## config.mk

```make
export PLATFORM = sky130hd
export DESIGN_NAME = execute_muldiv
export DESIGN_NICKNAME = d
export VERILOG_FILES = /design/src/rtl/execute_muldiv.sv
export SDC_FILE = /design/constraint.sdc
export NUM_CORES = 1
export LEC_CHECK = 0
export CORE_ASPECT_RATIO = 0.7
export CORE_MARGIN = 2
export CORE_UTILIZATION = 39
export CTS_BUF_LIST = sky130_fd_sc_hd__clkbuf_4 sky130_fd_sc_hd__clkbuf_8 sky130_fd_sc_hd__clkbuf_16
export CTS_CLUSTER_SIZE = 28
export DETAILED_ROUTE_END_ITERATION = 8
export GPL_TIMING_DRIVEN = 0
export MAX_ROUTING_LAYER = met4
export PLACE_DENSITY = 0.71
export SYNTH_ARGS = -nofsm -noshare
export SYNTH_HDL_FRONTEND = slang
export SYNTH_SLANG_ARGS = --single-unit
```

## constraint.sdc

```tcl
create_clock -name clk -period 4.47 [get_ports clk]
set_input_delay 0.447 -clock clk [delete_from_list [all_inputs] [get_ports clk]]
set_output_delay 0.447 -clock clk [all_outputs]
set_load 0.05 [all_outputs]
```

## src/rtl/execute_muldiv.sv

```systemverilog
// Iterative RV32M/RV64M multiply/divide unit for the execute stage.
// Shift-add multiply and restoring divide on operand magnitudes, sign fixed at the end.
module execute_muldiv #(
   parameter int XLEN     = 32,
   parameter int BITS_PER = 1,
   parameter bit FAST_DIV = 1
) (
   input  logic            clk,
   input  logic            rst_n,
   input  logic            in_valid,
   output logic            in_ready,
   input  logic [2:0]      funct3,
   input  logic [XLEN-1:0] op_a,
   input  logic [XLEN-1:0] op_b,
   input  logic            kill,
   output logic            out_valid,
   input  logic            out_ready,
   output logic [XLEN-1:0] out_data,
   output logic            busy
);
   localparam int N  = XLEN / BITS_PER;
   localparam int CW = $clog2(N) + 1;
   localparam logic [CW-1:0] CNT_INIT = CW'(N);

   typedef enum logic [1:0] {IDLE, CALC, DONE} state_t;
   state_t state, state_nxt;

   logic [2:0]      fn;
   logic [XLEN-1:0] hi, lo, opnd, spec_val;
   logic [XLEN-1:0] hi_nxt, lo_nxt, result, dr;
   logic [XLEN-1:0] abs_a, abs_b;
   logic [XLEN:0]   t;
   logic [2*XLEN-1:0] prod;
   logic [CW-1:0]   cnt;
   logic            neg, spec;
   logic            accept, is_div, a_sgn, b_sgn, sa, sb;
   logic            div_zero, ovf;

   assign accept   = in_valid && in_ready && !kill;
   assign is_div   = funct3[2];
   assign a_sgn    = is_div ? ~funct3[0] : ~(funct3[1] & funct3[0]);
   assign b_sgn    = is_div ? ~funct3[0] : ~funct3[1];
   assign sa       = a_sgn & op_a[XLEN-1];
   assign sb       = b_sgn & op_b[XLEN-1];
   assign abs_a    = sa ? -op_a : op_a;
   assign abs_b    = sb ? -op_b : op_b;
   assign div_zero = is_div && (op_b == '0);
   assign ovf      = is_div && !funct3[0]
                     && (op_a == {1'b1, {(XLEN-1){1'b0}}})
                     && (op_b == '1);

   // hi:lo is the product accumulator, or remainder:quotient when dividing
   always_comb begin
      hi_nxt = hi;
      lo_nxt = lo;
      t      = '0;
      for (int i = 0; i < BITS_PER; i++) begin
         if (fn[2]) begin
            t      = {hi_nxt, lo_nxt[XLEN-1]};
            lo_nxt = {lo_nxt[XLEN-2:0], 1'b0};
            if (t >= {1'b0, opnd}) begin
               t         = t - {1'b0, opnd};
               lo_nxt[0] = 1'b1;
            end
            hi_nxt = t[XLEN-1:0];
         end else begin
            t = {1'b0, hi_nxt} + (lo_nxt[0] ? {1'b0, opnd} : '0);
            {hi_nxt, lo_nxt} = {t, lo_nxt[XLEN-1:1]};
         end
      end
   end

   always_comb begin
      prod = neg ? -{hi, lo} : {hi, lo};
      dr   = fn[1] ? hi : lo;
      if (neg) dr = -dr;
      if (spec)                 result = spec_val;
      else if (fn[2])           result = dr;
      else if (fn[1:0] == 2'b00) result = prod[XLEN-1:0];
      else                      result = prod[2*XLEN-1:XLEN];
   end

   always_ff @(posedge clk or negedge rst_n) begin
      if (!rst_n) begin
         fn       <= '0;
         hi       <= '0;
         lo       <= '0;
         opnd     <= '0;
         neg      <= 1'b0;
         spec     <= 1'b0;
         spec_val <= '0;
         cnt      <= '0;
         out_data <= '0;
      end else if (accept) begin
         fn       <= funct3;
         hi       <= '0;
         lo       <= is_div ? abs_a : abs_b;
         opnd     <= is_div ? abs_b : abs_a;
         neg      <= (is_div && funct3[1]) ? sa : (sa ^ sb);
         spec     <= div_zero || ovf;
         spec_val <= div_zero ? (funct3[1] ? op_a : '1)
                              : (funct3[1] ? '0 : op_a);
         cnt      <= (FAST_DIV && (div_zero || ovf)) ? '0 : CNT_INIT;
      end else if (state == CALC && !kill) begin
         if (cnt != '0) begin
            hi  <= hi_nxt;
            lo  <= lo_nxt;
            cnt <= cnt - CW'(1);
         end else begin
            out_data <= result;
         end
      end
   end

   always_ff @(posedge clk or negedge rst_n) begin
      if (!rst_n) state <= IDLE;
      else        state <= state_nxt;
   end

   always_comb begin
      state_nxt = state;
      if (kill) begin
         state_nxt = IDLE;
      end else begin
         unique case (state)
            IDLE:    if (in_valid)  state_nxt = CALC;
            CALC:    if (cnt == '0) state_nxt = DONE;
            DONE:    if (out_ready) state_nxt = IDLE;
            default: state_nxt = IDLE;
         endcase
      end
   end

   always_comb begin
      in_ready  = (state == IDLE);
      busy      = (state != IDLE);
      out_valid = (state == DONE);
   end
endmodule

```

Word level (Yosys, flattened, before mapping) --
Index checks and enable logic that the tools add are counted.
Word-level totals: bits in registers 173, input bits 72, output and inout bits 35
Cells by class: bitwise operators 9, equal/unequal tests 7, order comparisons 1, reductions and logical operators 22, add/sub/neg operators 7, muxes and demuxes 36
Operator list (count):
- $mux 32 | 22
- $neg 32->32 | 3
- $eq 32x32->1 const B | 2
- $mux 64 | 1
- $neg 64->64 | 1
- $add 32x32->33 | 1
- $ge 33x32->1 | 1
- $logic_not 32->1 | 1
- $sub 32x32->32 | 1
- $mux 6 | 4
- $ne 3x2->1 const B | 3
- $logic_and 1x1->1 | 8
- $mux 2 | 4
- $logic_not 6->1 | 1
- $pmux 2 s3 | 1
- $reduce_and 3->1 | 2
- $reduce_bool 2->1 | 3
- $reduce_bool 6->1 | 1
- $sub 6x1->6 const B | 1
- $not 1->1 | 5
- $logic_not 2->1 | 2
- $mux 1 | 4
- $and 1x1->1 | 3
- $eq 2x1->1 const B | 1
- other kinds (5) | 6

Longest topological paths before layout --
word-level depth 7, gate-level depth with buffers 16, gate-level depth less buffers 13

Worst setup path before layout --
No wires, ideal clock.
path kind reg-to-reg, from reg fn[1], to reg out_data[28], path buffers 6, cell stages (with the launch flop) 17, required time 4.387 ns, arrival 4.378 ns, setup slack 0.010 ns, clock period less this slack 4.460 ns, path through dfrtp_1 > buf_2 > buf_2 > buf_1 > buf_1 > clkbuf_1 > buf_1 > mux2i_1 > ha_1 > o211ai_1 > or4_1 > nor2_1 > nand3_1 > o31ai_1 > xor2_1 > a22o_1 > o21ai_0
Between the ends: cells in the longest elaborated chain, start to end 5, elaborated cells between the ends (all ways) 7, those cells by class 1 x add/sub; 5 x mux; 1 x reduce/logical
Ends and longest elaborated chain:
- start, declared | RTL line 28 | logic [2:0] fn;
- start signal, assigned | RTL line 95 | fn <= funct3;
- $mux 32 | RTL line 75 | dr = fn[1] ? hi : lo;
- $neg 32->32 | RTL line 76 | if (neg) dr = -dr;
- $mux 32 | RTL line 76
- $mux 32 (*) | RTL line 78 | else if (fn[2]) result = dr;
- $mux 32 (*) | RTL line 77 | if (spec) result = spec_val;
- end signal, assigned | RTL line 110 | out_data <= result;
- end, declared | RTL line 18 | output logic [XLEN-1:0] out_data,
Mark *: on every way between the ends. The rest lies on a longest branch, timed or not. A chain may end at the register's enable or synchronous reset.

Worst setup path in the final report --
from reg lo[0], to reg hi[29]
Between the ends: cells in the longest elaborated chain, start to end 6
Ends and longest elaborated chain:
- start, declared | RTL line 29 | logic [XLEN-1:0] hi, lo, opnd, spec_val;
- start signal, assigned | RTL line 97 | lo <= is_div ? abs_a : abs_b;
- start signal, assigned | RTL line 107 | lo <= lo_nxt;
- $mux 32 | RTL line 67 | t = {1'b0, hi_nxt} + (lo_nxt[0] ? {1'b0, opnd} : '0);
- $add 32x32->33 | RTL line 67
- $mux 32 | RTL line 58 | if (fn[2]) begin
- $mux 32 | RTL line 105 | if (cnt != '0) begin
- $mux 32 | RTL line 104 | end else if (state == CALC && !kill) begin
- $mux 32 | RTL line 94 | end else if (accept) begin
- end signal, assigned | RTL line 106 | hi <= hi_nxt;
- end, declared | RTL line 29
No other way between the ends. The select of a mux whose other input is x is not followed.

==> metrics.cfg <==
[sta]
rsz0062_at_grt=no
drv_slew=0
slew_headroom_pct=24.8
setup_slack_ns=0.0201
finalClockSkew_ns=0.0209
max_freq_mhz=225
finalSetupViolations=0
hold_violations=0
worst_pin_slew_ns=1.11
hold_ws_ns=0.453
fin_crit_sh_pct=99.5
final.min_clock_period_ns=4.45

[critical_path]
slowest_stage=dfrtp_1
crit_top_cell=o21ai_0
required_ns=4.87
path_cells=inv_1 > clkbuf_2 > nor2_1 > ha_1 > a21o_1 > or3_1 > o21ai_0 > o21ai_0 > a21oi_2 > a31oi_1 > a31oi_1 > mux2_2 > o21ai_0
worstPathBufferInverterCount=2
critPathMaxStageDelay_ns=0.54
cp.arrival_ns=4.85
path_delay_family=compound AO/OA/AOI/OAI gates
criticalPathCategory=flop to flop
cp_max_fo=11
endpoint_kind=flop
cp-start-kind=flop

[finish]
fillCellCount=4317
final_area_mm2=0.0192
nets=2505
area_growth_syn_to_layout_pct=14.6
drive_above_1_share_pct=3.37
final_cell_mix=nand2_1, o21ai_0, nor2_1
finalNonFillerCells=2929
layout_commonest_cell=nand2_1

[status]
status=completed

[global_route]
grt_use_met1_pct=50.3
first_global_vias=17100
grt_max_degree=120
grt_pass1_wl_um=114000
grt_util_met2_pct=48.5
grt_usage_pct=35.6
grt-busiest-layer=met1
antenna_found_initial=5
use_met3_pct=10.4
grt_overflow=0

[placement]
gp_congestion=1.04
dpl.cell_count=2897
port_buffers=104
dp_worst_setup_slack_ns=-1.96
dp_hpwl_um=62300
place_area_mm2=0.0186

[flow_run]
max-cap-violations=0

[pwr]
p_leak_uw=0.00790
power_density_mw_per_mm2=772
intPower_uw=6360
p_comb_share_pct=68.7
ir_drop_mv=0.354
clkPwrFrac_pct=10.8
seqPwrFrac_pct=20.5
p_sw_share_pct=57.1
switchingPower_uw=8480

[floorplanning]
die_y_um=178
coreArea_mm2=0.0424
die-area_mm2=0.0447
fp.dieW_um=252
start_util_pct=39.6
num_rows=63
pin_count=107

[route]
drcViolationCount=0
wl_per_cell_um=26.7
routed_via_density=6.34
postRouteAntennaNets=0
drt_iter0_markers=2528
routed-via-count=18600
wl_um=78200
firstDrtPassIters=7

[clock_network]
cts_root_buf=clkbuf_16
clock_sinks=173
cts_tree=yes
cts_buffers=17
h-tree-depth=4
clk_latency_ns=0.49
cts.clk_slew.worst_paths_ns=0.09
clk_path_buf_depth=2

[logic_synthesis]
avgSynthCellArea_um2=7.49
synth_edf_count=0
ys.flop_type=dfrtp_1
synthCells=2240
synth_seq_cells=173
syn_nets=2384
yosysTopAreaCell=dfrtp_1
netlist_area_mm2=0.0168
synth_area_leaders=dfrtp_1, o21ai_0, xnor2_1
synthArstFlopShare_pct=100
synth_cell_type_count=73
synth_top_area_share_pct=25.8
ys_seq_area_share_pct=25.8
yosys_warnings=0

[worst_hold_path]
hp-class=input port to asynchronous set/reset pin

==> kinds of logic after synthesis <==
| kind of cell | count (synthesis) | synth area share (%) |
|---|---|---|
| AO/OA/AOI/OAI | 719 | 26.4 |
| AND/OR/NAND/NOR | 696 | 19.1 |
| buffers and inverters | 272 | 6.20 |
| XOR/XNOR | 193 | 10.1 |
| flip-flops | 173 | 25.8 |
| adder cells (fa/ha/maj) | 104 | 7.37 |
| multiplexers | 83 | 5.03 |
==> metal layers <==
metal	part of all wire, %	vias up
li1	-	8289
met1	45	9033
met2	40	1122
met3	13	125
met4	2.8	0
met5	0	-
==> stage by stage <==
stage	power (uW)	setup TNS [ns]	utilization (%)
6_report	14800	0	45.3
5_1_grt	15600	0	45.3
4_1_cts	14400	0	45.3
3_5_place_dp	12800	-22.54	43.7
3_3_place_gp	12700	-784.47	43.6
2_1_floorplan	9340	0	-
==> timing repair <==
action,CTS,global route
setup buffers,0,0
setup endpoints to repair,34,13
hold endpoints to repair,54,0
resized for setup,15,9
hold buffers,1,0
pin swaps,0,1
==> path summary, 6_finish.rpt <==
path | start | endpoint | slack [ns] | cells after the start
setup / recovery | lo[0] | hi[29] | 0.02 | 13
hold / removal | rst_n | hi[17] | 0.45 | 2
setup reg to reg | lo[0] | hi[29] | 0.02 | 13
hold reg to reg | spec_val[1] | spec_val[1] | 0.48 | 2
max in group asynchronous | rst_n | lo[17] | 3.02 | 3
min in group clk | spec_val[1] | spec_val[1] | 0.48 | 2
==> synthesized netlist by cell type (9+ instances only) <==
cell type	count
nor2_1	203
maj3_1	32
o211ai_1	55
nand3_1	38
a21o_1	40
mux2_2	10
and3_1	21
mux2i_1	73
a31oi_1	33
o21ai_0	239
a221oi_1	16
a211oi_1	13
or3_1	30
xnor2_1	118
nand4_1	21
clkbuf_1	155
nand2b_1	15
o31ai_1	32
dfrtp_1	173
ha_1	70
nor3_1	44
nand2_1	244
nor4_1	21
nor3b_1	9
or4_1	15
a21oi_1	188
xor2_1	75
o41ai_1	16
inv_1	100
buf_1	12
==> power groups by stage <==
stage / clock network [uW] / registers, uW / logic, uW
2_1_floorplan: 0 / 3080 / 6260
3_3_place_gp: 0 / 2960 / 9700
3_5_place_dp: 0 / 2970 / 9780
4_1_cts: 1590 / 2970 / 9810
5_1_grt: 1660 / 3080 / 10800
6_report: 1600 / 3040 / 10200
==> cell type report <==
type,instances,area [um^2],area share [%]
Tap cell,552,691,3.59
Multi-Input combinational cell,1795,11500,59.6
Sequential cell,173,4330,22.5
Clock buffer,17,425,2.21
Timing Repair Buffer,106,1080,5.64
Buffer,168,672,3.49
Clock inverter,15,183,0.950
Antenna cell,3,7.51,0.0390
Inverter,100,375,1.95
==> worst register-to-register path, stage by stage (launching register included) <==
cell	delay (ns)
dfrtp_1	0.54
inv_1	0.29
clkbuf_2	0.31
nor2_1	0.09
ha_1	0.37
a21o_1	0.23
or3_1	0.34
o21ai_0	0.38
o21ai_0	0.35
a21oi_2	0.42
a31oi_1	0.27
a31oi_1	0.25
mux2_2	0.36
o21ai_0	0.15
==> registers in the layout (all words and copies together), names as in the netlist <==
signal / cells
neg: 1
spec: 1
out_data: 32
fn: 3
opnd: 32
state: 2
spec_val: 32
hi: 32
lo: 32
cnt: 6
No activity file was read; power rests on OpenSTA's default activity.
